$ cat config.mk
export PLATFORM = sky130hd
export DESIGN_NAME = dcache_ctrl
export DESIGN_NICKNAME = d
export VERILOG_FILES = /design/src/rtl/dcache_ctrl.sv
export SDC_FILE = /design/constraint.sdc
export NUM_CORES = 1
export LEC_CHECK = 0
export ABC_AREA = 1
export BUFFER_PORTS_ARGS = -buffer_cell sky130_fd_sc_hd__buf_2
export CORE_ASPECT_RATIO = 0.75
export CORE_MARGIN = 2
export CORE_UTILIZATION = 29
export CTS_CLUSTER_SIZE = 16
export DETAILED_ROUTE_END_ITERATION = 10
export HOLD_SLACK_MARGIN = 0.1
export PLACE_DENSITY = 0.48
export REMOVE_ABC_BUFFERS = 1
export SYNTH_ARGS = -nofsm -noshare
export SYNTH_HDL_FRONTEND = slang
export SYNTH_SLANG_ARGS = --single-unit
$ cat constraint.sdc
create_clock -name CLK -period 8.45 [get_ports CLK]
set_input_delay 1.2675 -clock CLK [delete_from_list [all_inputs] [get_ports CLK]]
set_output_delay 1.2675 -clock CLK [all_outputs]
set_load 0.05 [all_outputs]
$ cat src/rtl/dcache_ctrl.sv
// Direct-mapped, write-back data cache controller: 8 lines of 4 bytes, one
// outstanding miss, optional dirty-victim writeback followed by a block fetch.
module dcache_ctrl (
  input  logic        CLK,
  input  logic        RESET,
  input  logic        READ,
  input  logic        WRITE,
  input  logic [7:0]  ADDRESS,
  input  logic [7:0]  WRITEDATA,
  output logic [7:0]  READDATA,
  output logic        BUSYWAIT,
  output logic        MEM_READ,
  output logic        MEM_WRITE,
  output logic [5:0]  MEM_ADDRESS,
  output logic [31:0] MEM_WRITEDATA,
  input  logic [31:0] MEM_READDATA,
  input  logic        MEM_BUSYWAIT
);

  typedef enum logic [1:0] {IDLE, WRITEBACK, FETCH} state_t;

  state_t      state_reg, state_next;
  logic        valid_reg [8];
  logic        dirty_reg [8];
  logic [2:0]  tag_reg   [8];
  logic [31:0] data_reg  [8];

  logic [2:0]  addr_tag, addr_idx;
  logic [1:0]  addr_off;
  logic [2:0]  line_tag;
  logic [31:0] line_data;
  logic        line_valid, line_dirty, hit, request;
  logic        write_hit, fill, wb_done;

  assign addr_tag   = ADDRESS[7:5];
  assign addr_idx   = ADDRESS[4:2];
  assign addr_off   = ADDRESS[1:0];
  assign line_tag   = tag_reg[addr_idx];
  assign line_data  = data_reg[addr_idx];
  assign line_valid = valid_reg[addr_idx];
  assign line_dirty = dirty_reg[addr_idx];
  assign hit        = line_valid && (line_tag == addr_tag);
  assign request    = READ || WRITE;

  always_ff @(posedge CLK) begin
    if (RESET) state_reg <= IDLE;
    else       state_reg <= state_next;
  end

  always_comb begin
    state_next    = state_reg;
    BUSYWAIT      = 1'b0;
    MEM_READ      = 1'b0;
    MEM_WRITE     = 1'b0;
    MEM_ADDRESS   = 6'd0;
    MEM_WRITEDATA = 32'd0;
    READDATA      = 8'd0;
    write_hit     = 1'b0;
    fill          = 1'b0;
    wb_done       = 1'b0;
    case (state_reg)
      IDLE: begin
        BUSYWAIT  = request && !hit;
        write_hit = WRITE && hit;
        if (READ && hit) READDATA = line_data[{addr_off, 3'b000} +: 8];
        if (request && !hit)
          state_next = (line_valid && line_dirty) ? WRITEBACK : FETCH;
      end
      WRITEBACK: begin
        MEM_WRITE     = 1'b1;
        MEM_ADDRESS   = {line_tag, addr_idx};
        MEM_WRITEDATA = line_data;
        BUSYWAIT      = 1'b1;
        if (!MEM_BUSYWAIT) begin
          wb_done    = 1'b1;
          state_next = FETCH;
        end
      end
      FETCH: begin
        MEM_READ    = 1'b1;
        MEM_ADDRESS = {addr_tag, addr_idx};
        BUSYWAIT    = 1'b1;
        if (!MEM_BUSYWAIT) begin
          fill       = 1'b1;
          state_next = IDLE;
        end
      end
      default: state_next = IDLE;
    endcase
  end

  // Per-line state: only valid/dirty are reset, tag and data come up unknown.
  generate
    for (genvar gi = 0; gi < 8; gi++) begin : g_line
      logic sel;
      assign sel = (addr_idx == 3'(gi));

      always_ff @(posedge CLK) begin
        if (RESET) begin
          valid_reg[gi] <= 1'b0;
          dirty_reg[gi] <= 1'b0;
        end else if (fill && sel) begin
          valid_reg[gi] <= 1'b1;
          dirty_reg[gi] <= 1'b0;
        end else if (wb_done && sel) begin
          dirty_reg[gi] <= 1'b0;
        end else if (write_hit && sel) begin
          dirty_reg[gi] <= 1'b1;
        end
      end

      always_ff @(posedge CLK) begin
        if (fill && sel) begin
          tag_reg[gi]  <= addr_tag;
          data_reg[gi] <= MEM_READDATA;
        end else if (write_hit && sel) begin
          data_reg[gi][{addr_off, 3'b000} +: 8] <= WRITEDATA;
        end
      end
    end
  endgenerate

endmodule

==> metrics.md, run 1 <==
| Metric | Value |
|---|---|
| WP data arrival | `4.79 ns` |
| Mapped Avg Cell Area | `8.46 sq um` |
| Worst slew pin tran | `1.25 ns` |
| Syn Inst Count | `2025` |
| Synth Register Bits | `298` |
| # rows | `77` |
| Final GP Congestion | `0.888` |
| Commonest non-fill, non-tap cells in the layout | `873 x nand2_1, 298 x nand4_1, 295 x edfxtp_1` |
| Worst vdd ir | `0.118 mV` |
| HPWL after detailed placement | `44900 microns` |
| TritonCTS Buffers | `34` |
| Post-synth EDFFs | `295` |
| Mapped Area | `17100 sq um` |
| CTS tree | `built` |
| Clock network power share | `40.1%` |
| Setup WS pre-CTS | `2.65 ns` |
| Placed insts | `2773` |
| Sw power | `0.989 mW` |
| Register area share after synthesis | `52.0%` |
| Initial DRC count | `2007` |
| Post-CTS sizing | `0` |
| DRT Pass-1 Iters | `5` |
| Final hold viol count | `0` |
| Power Dens Cells | `183 nW/um^2` |
| Worst skew pair latency | `0.53 ns` |
| First-pass GRT wire length | `99800 microns` |
| Worst rel slew slack | `16.1%` |
| Ys flop type | `edfxtp_1` |
| Worst min path class | `reg2reg` |
| Remaining global-route overflow | `0` |
| Post-synth cell types | `28` |
| Switching share of power | `28.1%` |
| Worst EP required | `7.18 ns` |
| Number of port buffers | `101` |
| Layout area overhead | `12.1%` |
| Fin util | `32.7%` |
| Total track usage | `21.8%` |
| Internal power | `2.53 mW` |
| Starting Density | `29.2%` |
| Clock Tree Buf Depth | `3` |
| Die H | `215 microns` |
| Worst Setup Start Kind | `primary input` |
| Status | `finished, final reports clean` |
| Final setup violation count | `0` |
| Unrepaired setup endpoints after global routing | `false` |
| Setup TNS | `0 ns` |
| Most common cell after layout, fill and taps aside | `nand2_1` |
| Max Cap Viol | `0` |
| Largest net degree at the start of global routing | `101` |
| Asr flop ratio synth | `0%` |
| Residual DRC | `0` |
| Pins Over Slew Limit | `0` |
| Core region area | `58700 sq um` |
| WS Path Type | `in2out` |
| Endpoint type of the worst setup path | `output port` |
| Post-DR wirelength/cell | `24.1 microns` |
| Final Instance Count excl. Fillers | `2828` |
| H-tree levels | `2` |
| Yosys warns | `0` |
| Clock transition at path regs | `0.06 ns` |
| Max FFs per register | `256` |
| Clk root buf | `clkbuf_16` |
| Final #Nets | `2081` |
| Total Power | `3.52 mW` |
| # diodes | `0` |
| Period Utilization, post-route | `71.7%` |
| Highest clock rate | `0.165 GHz` |
| Via Count | `15600` |
| Io pins | `102` |
| Die area | `61100 sq um` |
| Chip Width | `285 microns` |
| Final worst slack | `2.39 ns` |
| Fill count | `6154` |
| Worst Skew | `0.0205 ns` |
| Sequential power share | `47.1%` |
| Share of layout cells above drive strength 1 | `11.5%` |
| Initial antenna violation count | `2` |
| Vias per cell | `5.53` |
| Final wirelength | `68100 microns` |
| Minimum clock period | `6.06 ns` |
| Combinational power share | `12.8%` |
| Pleak | `7.63 nW` |
| Vias in the first global route | `14400` |
| Crit-path max FO | `32` |
| Clk sinks | `298` |
| ANT nets after route | `0` |
| Post-CTS Setup Inserts | `0` |
| Hold buffers post-CTS | `0` |
-- stage by stage --
stage | hold slack [ns] | instance area [sq um]
detailed placement | 0.465 | 18200
floorplan | 0.441 | 16400
global placement | 0.456 | 18200
CTS | 0.479 | 19200
finish | 0.475 | 19200
global route | 0.515 | 19200
-- area by class of cell --
| cell class | instances | area [sq um] | share of cell area (%) |
|---|---|---|---|
| clock buffers | 41 | 898 | 4.68 |
| multi-input cells | 1504 | 7340 | 38.2 |
| repair buffers | 131 | 781 | 4.06 |
| clock inverters | 14 | 92.6 | 0.482 |
| flip-flops and latches | 298 | 8920 | 46.4 |
| well taps | 790 | 988 | 5.14 |
| inverters | 50 | 190 | 0.990 |
-- worst max-delay path, cell delays in order --
cell     delay, ns
buf_2         0.23
nor2_4        0.79
a21oi_1       0.15
nand3_1       0.17
nand2_1       0.06
nand2_1       0.06
nand2_1       0.06
nor2_2        0.13
nand4_1       0.66
a21oi_1       0.82
buf_2         0.38
-- layer usage --
layer / track usage, % / share of wire [%]
met1: 32.6 / 45
met2: 30.8 / 42
met3: 6.49 / 12
met4: 4.12 / 1.6
met5: 0 / 0.022
-- power by group through the flow --
stage	logic (mW)	clock network [mW]	registers (mW)
after floorplan	0.250	0	1.69
after global placement	0.438	0	1.69
after detailed placement	0.441	0	1.69
after CTS	0.442	1.42	1.66
after global routing	0.485	1.48	1.66
final	0.450	1.41	1.66
-- kinds of logic after synthesis --
family | synth area share (%)
fa+ha+maj | 0.657
simple gates | 37.8
compound gates | 3.88
buf+inv | 5.59
flops | 52.0
-- synth_stat cells (9+ instances only) --
| library cell | number | area share, % |
|---|---|---|
| a21oi_1 | 46 | 1.3 |
| a22oi_1 | 34 | 1.5 |
| a41oi_1 | 11 | 0.56 |
| buf_1 | 48 | 1.1 |
| buf_2 | 20 | 0.58 |
| buf_4 | 11 | 0.48 |
| clkbuf_1 | 87 | 1.9 |
| edfxtp_1 | 295 | 52 |
| ha_1 | 9 | 0.66 |
| inv_1 | 43 | 0.94 |
| nand2_1 | 873 | 19 |
| nand3_1 | 51 | 1.5 |
| nand3_4 | 26 | 2.7 |
| nand4_1 | 298 | 11 |
| nor2_1 | 102 | 2.2 |
| nor2_2 | 10 | 0.37 |
| nor3_1 | 18 | 0.53 |
| o21ai_0 | 15 | 0.44 |
-- worst paths after layout --
| check | startpoint | to | slack, ns | cells after the start |
|---|---|---|---|---|
| worst max-delay path | ADDRESS[2] | READDATA[4] | 2.39 | 11 |
| worst min-delay path | valid_reg[4]$_DFF_P_ | valid_reg[4]$_DFF_P_ | 0.47 | 2 |
| worst max register to register | tag_reg[0][2]$_DFFE_PP_ | data_reg[0][0]$_DFFE_PP_ | 4.91 | 12 |
| worst min register to register | valid_reg[4]$_DFF_P_ | valid_reg[4]$_DFF_P_ | 0.47 | 2 |
Note: power is estimated with default switching activity, not from simulation.
==> inputs of run 2 (changes only) <==
--- a/config.mk
+++ b/config.mk
@@ -13,7 +13,7 @@
 export CTS_CLUSTER_SIZE = 16
 export DETAILED_ROUTE_END_ITERATION = 10
 export HOLD_SLACK_MARGIN = 0.1
-export PLACE_DENSITY = 0.48
+export PLACE_DENSITY = 0.5
 export REMOVE_ABC_BUFFERS = 1
 export SYNTH_ARGS = -nofsm -noshare
 export SYNTH_HDL_FRONTEND = slang
==> constraint.sdc (replaced) <==
create_clock -name CLK -period 5.53 [get_ports CLK]
set_input_delay 0.8295 -clock CLK [delete_from_list [all_inputs] [get_ports CLK]]
set_output_delay 0.8295 -clock CLK [all_outputs]
set_load 0.05 [all_outputs]
==> metrics.md, run 2 (synthesis gave the netlist of run 1 again) <==
| Metric | Value |
|---|---|
| Status | `finished, final reports clean` |
| Unrepaired setup endpoints after global routing | `false` |
| Pleak | `7.82 nW (+2.5%)` |
| Number of port buffers | `101 (unchanged)` |
| Area of the multi-input gates | `7330 sq um (-0.14%)` |
| Worst slew pin tran | `1.13 ns (-0.120 ns)` |
| Power Dens Cells | `280 nW/um^2 (+53%)` |
| Io pins | `102 (unchanged)` |
| Total track usage | `21.1% (-0.65 points)` |
| Vias in the first global route | `14900 (+3.1%)` |
| Hold buffers post-CTS | `0 (unchanged)` |
| Worst Skew | `0.0159 ns (-0.00465 ns)` |
| Worst rel slew slack | `23.9% (+7.8 points)` |
| Minimum clock period | `4.40 ns` |
| Core region area | `58700 sq um (unchanged)` |
| Period Utilization, post-route | `79.6%` |
| Largest net degree at the start of global routing | `55 (-46%)` |
| Final GP Congestion | `0.882 (-0.65%)` |
| WS Path Type | `in2out` |
| Reg-to-Reg Start | `state_reg[0]$_SDFFE_PP0P_` |
| Sequential power share | `46.2% (-0.9 points)` |
| Sw power | `1.54 mW (+55%)` |
| Switching share of power | `28.1% (-0.057 points)` |
| Worst min path class | `reg2reg` |
| Pins Over Slew Limit | `0 (unchanged)` |
| Hold Path Origin | `state_reg[0]$_SDFFE_PP0P_` |
| Clock Tree Buf Depth | `3 (unchanged)` |
| First-pass GRT wire length | `98100 microns (-1.7%)` |
| Initial antenna violation count | `4 (+2)` |
| ANT nets after route | `0 (unchanged)` |
| Sequential cell area | `8920 sq um (unchanged)` |
| Chip Width | `285 microns (unchanged)` |
| Final hold viol count | `0 (unchanged)` |
| Via Count | `15800 (+1.1%)` |
| CTS tree | `built` |
| # rows | `77 (unchanged)` |
| HPWL after detailed placement | `46000 microns (+2.3%)` |
| Max Cap Viol | `0 (unchanged)` |
| # diodes | `0 (unchanged)` |
| Worst EP required | `4.70 ns (-2.48 ns)` |
| Post-DR wirelength/cell | `23.1 microns (-3.9%)` |
| Clk sinks | `298 (unchanged)` |
| Internal power | `3.94 mW (+56%)` |
| Clock transition at path regs | `0.06 ns (about the same)` |
| Die area | `61100 sq um (unchanged)` |
| Starting Density | `29.2% (unchanged)` |
| Max FFs per register | `256 (unchanged)` |
| Clk root buf | `clkbuf_16` |
| Remaining global-route overflow | `0 (unchanged)` |
| Final wirelength | `66300 microns (-2.7%)` |
| Final setup violation count | `0 (unchanged)` |
| Vias per cell | `5.52 (-0.19%)` |
| Fill count | `6123 (-0.50%)` |
| Worst vdd ir | `0.172 mV (+46%)` |
| Endpoint type of the worst setup path | `output port` |
| Layout area overhead | `14.0%` |
| WP data arrival | `3.57 ns (-1.22 ns)` |
| Worst Setup Start Kind | `primary input` |
| Die H | `215 microns (unchanged)` |
| TritonCTS Buffers | `34 (unchanged)` |
| Post-CTS sizing | `0 (unchanged)` |
| Worst skew pair latency | `0.54 ns (about the same)` |
| Final #Nets | `2112 (+1.5%)` |
| CP Launch Point | `ADDRESS[3]` |
| Commonest non-fill, non-tap cells in the layout | `873 x nand2_1, 298 x nand4_1, 295 x edfxtp_1` |
| Post-CTS Setup Inserts | `0 (unchanged)` |
| H-tree levels | `2 (unchanged)` |
| Worst hold margin | `0.515 ns (+0.0402 ns)` |
| Share of layout cells above drive strength 1 | `12.9% (+1.4 points)` |
| Most common cell after layout, fill and taps aside | `nand2_1` |
| Highest clock rate | `0.227 GHz` |
| Initial DRC count | `1927 (-4.0%)` |
| DRT Pass-1 Iters | `5 (unchanged)` |
| Setup WS pre-CTS | `1.03 ns (-1.62 ns)` |
| Residual DRC | `0 (unchanged)` |
| Clock network power share | `40.9% (+0.8 points)` |
| Combinational power share | `12.8% (about the same)` |
| Crit-path max FO | `25 (-22%)` |
| Final worst slack | `1.13 ns (-1.26 ns)` |
## run 2: changes by cell type in the layout (fill, tap and decap cells not counted), sizes merged
cell	previous run	this run
buf	131	162
clkinv	14	18
clkinvlp	0	3
inv	49	48
## run 2: power groups by stage
stage	Sequential (mW)	Combinational, mW	Clock, mW
floorplan	2.58	0.381	0
global placement	2.58	0.678	0
detailed placement	2.58	0.684	0
CTS	2.53	0.685	2.27
global route	2.54	0.757	2.35
finish	2.53	0.702	2.24
## run 2: final timing paths
| check | end | slack [ns] | cells after the start |
|---|---|---|---|
| max | READDATA[3] | 1.13 | 11 |
| min | state_reg[0]$_SDFFE_PP0P_ | 0.51 | 2 |
| max reg2reg | data_reg[3][19]$_DFFE_PP_ | 2.12 | 7 |
| min reg2reg | state_reg[0]$_SDFFE_PP0P_ | 0.51 | 2 |
## run 2: critical path: stages
cell	delay (ns)
buf_2	0.25
inv_2	0.14
nor2_4	0.41
buf_4	0.45
nand2_1	0.11
a41oi_1	0.24
a21oi_1	0.16
nand2_1	0.15
nand3_1	0.11
a21oi_1	0.34
buf_2	0.34
## run 2: layout make-up
type,count,area share [%]
Timing Repair Buffer,162,5.32
Clock inverter,20,0.640
Inverter,50,0.974
Tap cell,790,5.06
Multi-Input combinational cell,1504,37.5
Sequential cell,298,45.7
Clock buffer,41,4.82
## run 2: layer usage
metal	up-vias	track usage, %	share of wire [%]	routed length [microns]
li1	7136	-	-	-
met3	98	5.07	11	7460
met4	6	4.72	1.9	1290
met2	897	30.3	42	27600
met5	-	0	0.062	41
met1	7684	31.8	45	29800
## run 2: through the flow
step	cells	total power, mW	instance area [sq um]	TNS [ns]	utilization [%]
after floorplan	1852	2.96	16400	-1507.18	-
after CTS	2865	5.49	19500	0	33.3
after global placement	2804	3.26	18500	0	31.5
after global routing	2865	5.64	19500	0	33.3
after detailed placement	2804	3.27	18500	0	31.5
final	2865	5.48	19500	0	33.3
